File: src/rtl/reg_file_sb_pkg.sv
// Shared definitions for the reg_file_sb register file.
//   - Forward-select codes used by every read port (00 register file with
//     write-through bypass, 01 writeback data, 10 R0 data, 11 reserved).
//   - Default widths and sizes for the top-level parameters.
package reg_file_sb_pkg;

  localparam int DEF_REG_DATA_WIDTH    = 16;
  localparam int DEF_REG_NUM_WIDTH     = 4;
  localparam int DEF_NUM_REG           = 16;
  localparam int DEF_NUM_RD_PORTS      = 2;
  localparam int DEF_REG_FORWARD_WIDTH = 2;

  localparam logic [1:0] REG_FORWARD_REG_FILE = 2'b00;
  localparam logic [1:0] REG_FORWARD_WB       = 2'b01;
  localparam logic [1:0] REG_FORWARD_R0       = 2'b10;
  localparam logic [1:0] REG_FORWARD_RSVD     = 2'b11;

endpackage

File: src/rtl/reg_file_sb_rd_port.sv
// reg_rd_port: one combinational read port of reg_file_sb.
//   Selects the operand source from the forward code, applies the
//   write-through bypass for register-file reads, range-checks the register
//   number and qualifies the scoreboard busy bit.
// Ports:
//   i_rn        register number read by this port
//   i_fwd       forward select (register file / WB / R0 / reserved)
//   i_wr/i_wrn/i_wrd   writeback port of the current cycle
//   i_wr0/i_r0d        R0 write port of the current cycle
//   i_rfile     current register array contents
//   i_busy_bits current scoreboard bits, one per register
//   o_rd        operand data
//   o_busy      operand still pending (only for register-file reads)
//   o_ex        this port sees an out-of-range number or reserved code
module reg_rd_port
  import reg_file_sb_pkg::*;
#(
  parameter int REG_DATA_WIDTH    = DEF_REG_DATA_WIDTH,
  parameter int REG_NUM_WIDTH     = DEF_REG_NUM_WIDTH,
  parameter int NUM_REG           = DEF_NUM_REG,
  parameter int REG_FORWARD_WIDTH = DEF_REG_FORWARD_WIDTH
) (
  input  logic [REG_NUM_WIDTH-1:0]     i_rn,
  input  logic [REG_FORWARD_WIDTH-1:0] i_fwd,
  input  logic                         i_wr,
  input  logic [REG_NUM_WIDTH-1:0]     i_wrn,
  input  logic [REG_DATA_WIDTH-1:0]    i_wrd,
  input  logic                         i_wr0,
  input  logic [REG_DATA_WIDTH-1:0]    i_r0d,
  input  logic [REG_DATA_WIDTH-1:0]    i_rfile [NUM_REG],
  input  logic [NUM_REG-1:0]           i_busy_bits,
  output logic [REG_DATA_WIDTH-1:0]    o_rd,
  output logic                         o_busy,
  output logic                         o_ex
);

  localparam logic [REG_NUM_WIDTH:0] NUM_REG_L = (REG_NUM_WIDTH+1)'(NUM_REG);

  logic                      w_rn_ok;
  logic                      w_wrn_ok;
  logic                      w_wb_hit;
  logic                      w_r0_hit;
  logic [REG_DATA_WIDTH-1:0] w_arr;
  logic [REG_DATA_WIDTH-1:0] w_bypass;

  assign w_rn_ok  = ({1'b0, i_rn} < NUM_REG_L);
  assign w_wrn_ok = ({1'b0, i_wrn} < NUM_REG_L);

  // A same-cycle write to the register being read is returned directly, so
  // the one-edge array write latency is invisible to the reader.
  assign w_wb_hit = i_wr && w_wrn_ok && (i_wrn == i_rn);
  assign w_r0_hit = i_wr0 && (i_rn == '0);

  assign w_arr    = w_rn_ok ? i_rfile[i_rn] : '0;
  // R0 port beats the writeback port, matching the write-side priority.
  assign w_bypass = w_r0_hit ? i_r0d : (w_wb_hit ? i_wrd : w_arr);

  // An out-of-range register number poisons the port whatever the forward
  // code: data reads as 0 and the port raises its exception.
  always_comb begin
    o_rd   = '0;
    o_busy = 1'b0;
    o_ex   = ~w_rn_ok;
    if (w_rn_ok) begin
      case (i_fwd)
        REG_FORWARD_WIDTH'(REG_FORWARD_REG_FILE): begin
          o_rd   = w_bypass;
          o_busy = i_busy_bits[i_rn] & ~(w_wb_hit | w_r0_hit);
        end
        REG_FORWARD_WIDTH'(REG_FORWARD_WB): o_rd = i_wrd;
        REG_FORWARD_WIDTH'(REG_FORWARD_R0): o_rd = i_r0d;
        default:                            o_ex = 1'b1;
      endcase
    end
  end

endmodule

File: src/rtl/reg_file_sb.sv
// reg_file_sb: decode-stage register file with write-through bypass,
// per-register busy scoreboard and sticky exception flag.
// Ports:
//   clk, rst_n         rising-edge clock, asynchronous active-low reset
//   rn, reg_forward    packed per-port register numbers and forward codes
//   rd, busy           packed per-port read data and operand-pending flags
//   wr, wrn, wrd       writeback port
//   wr0, r0d           dedicated R0 write port
//   rd0                R0 view: r0d when wr0, else R0 contents
//   iss, iss_rn        issue: marks iss_rn busy
//   ex_clr             clears ex_sticky when no exception this cycle
//   exception          combinational exception for this cycle
//   ex_sticky          registered OR of past exceptions
module reg_file_sb
  import reg_file_sb_pkg::*;
#(
  parameter int REG_DATA_WIDTH    = DEF_REG_DATA_WIDTH,
  parameter int REG_NUM_WIDTH     = DEF_REG_NUM_WIDTH,
  parameter int NUM_REG           = DEF_NUM_REG,
  parameter int NUM_RD_PORTS      = DEF_NUM_RD_PORTS,
  parameter int REG_FORWARD_WIDTH = DEF_REG_FORWARD_WIDTH
) (
  input  logic                                      clk,
  input  logic                                      rst_n,
  input  logic [NUM_RD_PORTS*REG_NUM_WIDTH-1:0]     rn,
  input  logic [NUM_RD_PORTS*REG_FORWARD_WIDTH-1:0] reg_forward,
  output logic [NUM_RD_PORTS*REG_DATA_WIDTH-1:0]    rd,
  output logic [NUM_RD_PORTS-1:0]                   busy,
  input  logic                                      wr,
  input  logic [REG_NUM_WIDTH-1:0]                  wrn,
  input  logic [REG_DATA_WIDTH-1:0]                 wrd,
  input  logic                                      wr0,
  input  logic [REG_DATA_WIDTH-1:0]                 r0d,
  output logic [REG_DATA_WIDTH-1:0]                 rd0,
  input  logic                                      iss,
  input  logic [REG_NUM_WIDTH-1:0]                  iss_rn,
  input  logic                                      ex_clr,
  output logic                                      exception,
  output logic                                      ex_sticky
);

  localparam logic [REG_NUM_WIDTH:0] NUM_REG_L = (REG_NUM_WIDTH+1)'(NUM_REG);

  logic [REG_DATA_WIDTH-1:0] r_rfile [NUM_REG];
  logic [NUM_REG-1:0]        r_busy;
  logic                      r_sticky;

  logic                      w_wr_ok;
  logic                      w_iss_ok;
  logic [NUM_REG-1:0]        w_wr_hit;
  logic [NUM_REG-1:0]        w_r0_hit;
  logic [NUM_REG-1:0]        w_iss_hit;
  logic [NUM_RD_PORTS-1:0]   w_port_ex;

  // Out-of-range writes and issues are dropped here; they only raise the
  // exception.
  assign w_wr_ok  = wr  && ({1'b0, wrn}    < NUM_REG_L);
  assign w_iss_ok = iss && ({1'b0, iss_rn} < NUM_REG_L);

  assign w_r0_hit = NUM_REG'(wr0);

  for (genvar g = 0; g < NUM_REG; g++) begin : g_dec
    assign w_wr_hit[g]  = w_wr_ok  && (wrn    == REG_NUM_WIDTH'(g));
    assign w_iss_hit[g] = w_iss_ok && (iss_rn == REG_NUM_WIDTH'(g));
  end

  for (genvar p = 0; p < NUM_RD_PORTS; p++) begin : g_port
    reg_rd_port #(
      .REG_DATA_WIDTH    (REG_DATA_WIDTH),
      .REG_NUM_WIDTH     (REG_NUM_WIDTH),
      .NUM_REG           (NUM_REG),
      .REG_FORWARD_WIDTH (REG_FORWARD_WIDTH)
    ) u_port (
      .i_rn        (rn[p*REG_NUM_WIDTH +: REG_NUM_WIDTH]),
      .i_fwd       (reg_forward[p*REG_FORWARD_WIDTH +: REG_FORWARD_WIDTH]),
      .i_wr        (wr),
      .i_wrn       (wrn),
      .i_wrd       (wrd),
      .i_wr0       (wr0),
      .i_r0d       (r0d),
      .i_rfile     (r_rfile),
      .i_busy_bits (r_busy),
      .o_rd        (rd[p*REG_DATA_WIDTH +: REG_DATA_WIDTH]),
      .o_busy      (busy[p]),
      .o_ex        (w_port_ex[p])
    );
  end

  assign exception = (|w_port_ex) | (wr & ~w_wr_ok) | (iss & ~w_iss_ok);
  assign rd0       = wr0 ? r0d : r_rfile[0];
  assign ex_sticky = r_sticky;

  // Storage and scoreboard. On an R0 collision the R0 port wins; on a
  // same-edge issue and writeback of one register the issue wins, since the
  // newer producer is still outstanding.
  always_ff @(posedge clk or negedge rst_n) begin
    if (!rst_n) begin
      for (int i = 0; i < NUM_REG; i++) r_rfile[i] <= '0;
      r_busy <= '0;
    end else begin
      for (int i = 0; i < NUM_REG; i++) begin
        if (w_r0_hit[i])      r_rfile[i] <= r0d;
        else if (w_wr_hit[i]) r_rfile[i] <= wrd;
      end
      r_busy <= (r_busy & ~(w_wr_hit | w_r0_hit)) | w_iss_hit;
    end
  end

  // Set beats clear: a clear request in an excepting cycle is ignored.
  always_ff @(posedge clk or negedge rst_n) begin
    if (!rst_n)          r_sticky <= 1'b0;
    else if (exception)  r_sticky <= 1'b1;
    else if (ex_clr)     r_sticky <= 1'b0;
  end

endmodule

File: config.mk
export PLATFORM = sky130hd
export DESIGN_NAME = reg_file_sb
export DESIGN_NICKNAME = d
export VERILOG_FILES = /design/src/rtl/reg_file_sb_pkg.sv /design/src/rtl/reg_file_sb_rd_port.sv /design/src/rtl/reg_file_sb.sv
export SDC_FILE = /design/constraint.sdc
export NUM_CORES = 1
export LEC_CHECK = 0
export BUFFER_PORTS_ARGS = -buffer_cell sky130_fd_sc_hd__buf_2
export CORE_MARGIN = 2
export CORE_UTILIZATION = 50
export CTS_CLUSTER_SIZE = 12
export DETAILED_ROUTE_END_ITERATION = 12
export PLACE_DENSITY = 0.68
export REMOVE_ABC_BUFFERS = 1
export SYNTH_ARGS = -nofsm -noshare
export SYNTH_HDL_FRONTEND = slang
export SYNTH_SLANG_ARGS = --single-unit
export TNS_END_PERCENT = 50
File: constraint.sdc
create_clock -name clk -period 1.8 [get_ports clk]
set_input_delay 0 -clock clk [delete_from_list [all_inputs] [get_ports clk]]
set_output_delay 0 -clock clk [all_outputs]
set_load 0.02 [all_outputs]
==> summary.json <==
{
  "nets": 1454,
  "htreeDepth": 1,
  "worst_hold_path.endpoint": "r_busy[4]",
  "boundaryPins": 110,
  "critical_path.cell_chain": "mux4_2 -> a22o_1 -> a221oi_4 -> nor3_2 -> a221o_1 -> buf_6",
  "worst-setup-path-type": "reg2out",
  "port-buffer-count": 109,
  "setup_repair_after_global_routing_missed_its_margin": "true",
  "grt_first_pass_wirelength_um": 72900,
  "failed_checks": "setup timing",
  "drtPass1Iterations": 5,
  "synth_top_cell_area_share": 0.438,
  "setup_total_negative_slack_ns": -12.22,
  "post_synthesis_instance_total": 1150,
  "synthFlopType": "dfrtp_1",
  "final_antenna_violating_net_count": 0,
  "horizontal_die_dimension_um": 181,
  "grt_most_used_layer": "met2",
  "regToRegEndpoint": "r_rfile[248]",
  "ff2ff_setup_slack_ns": 0.31,
  "grt_util_met1": 0.412,
  "start_util": 0.508,
  "use_met2": 0.465,
  "globalRoute.totalOverflow": 0,
  "final_layout_size_suffix_gt1_frac": 0.525,
  "ranking_of_synthesized_cells_by_area": "dfrtp_1 44%, mux4_2 20%, mux2_2 18%, o21ai_0 2.6%, mux2i_1 2.2%",
  "hold_path_depth": 4,
  "hold_path_class": "in2reg",
  "core_area_um2": 30700,
  "finalHoldViolations": 0,
  "vias": 11700,
  "wirelength_um": 47800,
  "r2r_startpoint": "r_rfile[248]",
  "grtUsageTotal": 0.295,
  "slew_headroom": 0.264,
  "first_global_vias": 12000,
  "drt_drc_violations_left": 0,
  "result_of_the_run": "finished with violations",
  "cts-root-to-sink-buffers": 3,
  "met3_usage": 0.0608,
  "synth_most_common_cell": "dfrtp_1",
  "fp.dieH_um": 181,
  "setup.worst_path.end_class": "output port",
  "hpwl_um": 30100,
  "hold_ws_ns": 0.0321,
  "cp.arrival_ns": 2.41,
  "dr.first_iter.drc_count": 1093,
  "achievable-frequency_mhz": 415,
  "synth_edf_count": 0,
  "required_ns": 1.80,
  "clock_tree_from_tritoncts": "built",
  "max_stage_delay_ns": 0.47,
  "worst_skew_pair.late_latency_ns": 0.56,
  "ys_types": 47,
  "antenna_violations_before_repair": 0,
  "power_density_nw_per_um2": 1040,
  "synth-async-reset-ratio": 1.00,
  "clock_skew_ns": 0,
  "setup_viol": 34,
  "layout_min_cycle_time_ns": 2.41,
  "worst_ir_drop_vdd_mv": 0.808,
  "site_rows": 64,
  "antenna_cells": 0,
  "synth_commonest_cells": "273 x dfrtp_1, 244 x mux2_2, 138 x mux4_2, 80 x o21ai_0",
  "clock_transition_at_the_register_clock_pins_on_the_worst_setup_and_hold_paths_after_cts_ns": 0.06,
  "pre_cts_ws_ns": -0.229,
  "fin_ws_ns": -0.608,
  "routed_via_density": 6.47,
  "report.power.total_mw": 20.5,
  "drv_slew": 0,
  "crit_slowest_cell": "mux4_2",
  "post-synth-top-area-cell": "dfrtp_1",
  "die_area_um2": 32600,
  "syn_to_final_growth_pct": 26.1,
  "ys_seq_elements": 273,
  "tightest_slew_ns": 1.10,
  "gp_congestion": 0.875,
  "post_synth_instance_area_um2": 15600,
  "clock_sinks": 273,
  "synthesis.area_per_instance_um2": 13.5,
  "detail_route.wl_per_cell_um": 26.4,
  "p_leak_nw": 8.47,
  "synth.yosys.warnings": 0,
  "timing.reg2reg.worst_path_depth": 4,
  "grt_start_max_net_pins": 79,
  "worst-path-max-fanout": 2,
  "holdCritStartpoint": "wrn[1]",
  "fin_crit_sh": 1.34,
  "crit_path_start_kind": "flop",
  "layout.core_utilization": 0.640,
  "cts.root.buffer_cell": "clkbuf_16",
  "drv.max_cap_violation_count": 0,
  "cts_made_buffers": 31,
  "yosysSeqAreaShare": 0.438
}
## cells in the final DEF, fill, tap and decap left out, drive strengths merged, types with 8 or more instances in the layout
cell type	instances
a21oi	16
a22o	25
a22oi	27
buf	257
clkbuf	42
dfrtp	273
dlygate4sd3	62
inv	27
mux2	246
mux2i	34
mux4	138
nand2	43
nand2b	8
nor2	46
o21ai	96
xnor2	8
## metrics by stage
stage / std cells / instance area (um2)
global placement: 1680 / 17600
detailed placement: 1680 / 17600
floorplan: 1044 / 15100
CTS: 1809 / 19500
finish: 1812 / 19600
global route: 1812 / 19600
## report_power, final
group / leakage (nW) / total (mW) / internal, mW / switching (mW)
clock network: 0.506 / 6.48 / 3.91 / 2.56
logic: 4.62 / 5.52 / 3.36 / 2.16
registers: 3.34 / 8.53 / 7.51 / 1.02
total: 8.47 / 20.5 / 14.8 / 5.74
## critical path, delay by kind of cell, from the launching register on
family,cells,cell delay [ns]
AO/OA/AOI/OAI,3,0.77
multiplexers,1,0.47
buffers and inverters,1,0.14
flip-flops,1,0.41
AND/OR/NAND/NOR,1,0.06
## cells by family after synthesis
logic type      count (synthesis)  share of synthesized area
compound gates                193                     0.0814
xor+xnor                        8                    0.00450
buf+inv                       131                     0.0396
flops                         273                      0.438
mux                           418                      0.399
simple gates                  127                     0.0370
## area by class of cell
type                       instances  area, um2
multi-input combinational        746       8360
clock buffer                      42        867
tap                              396        495
clock inverter                    11        165
timing repair buffer             319       2830
sequential                       273       6830
inverter                          25       93.8
fill                            2303      11000
## flip-flops by register name, indices dropped and copies added (netlist names)
signal / count
r_busy: 16
r_rfile: 256
ex_sticky: 1
## worst max path at each step
stage | to | from | slack, ns | depth (start not counted)
finish | rd[8] | r_rfile[248] | -0.61 | 6
global route | rd[8] | r_rfile[248] | -0.68 | 6
CTS | rd[8] | r_rfile[248] | -0.64 | 6
detailed placement | rd[9] | rn[0] | -0.23 | 8
global placement | rd[9] | rn[0] | -0.22 | 8
floorplan | rd[0] | r_rfile[64] | 0.14 | 5
## routing by layer
metal	part of all wire	routed length, um
met5	0	0
met3	0.083	3960
met4	0.032	1530
met1	0.41	19700
met2	0.47	22500
## what timing repair did
action                                 in CTS  in global routing
endpoints found under the hold margin     541                  0
pin swaps                                  23                 15
setup buffers                              15                  5
hold buffers                               62                  0
resized for setup                          69                 26
setup endpoints to repair                  34                 34
(Power assumes the default switching activity.)
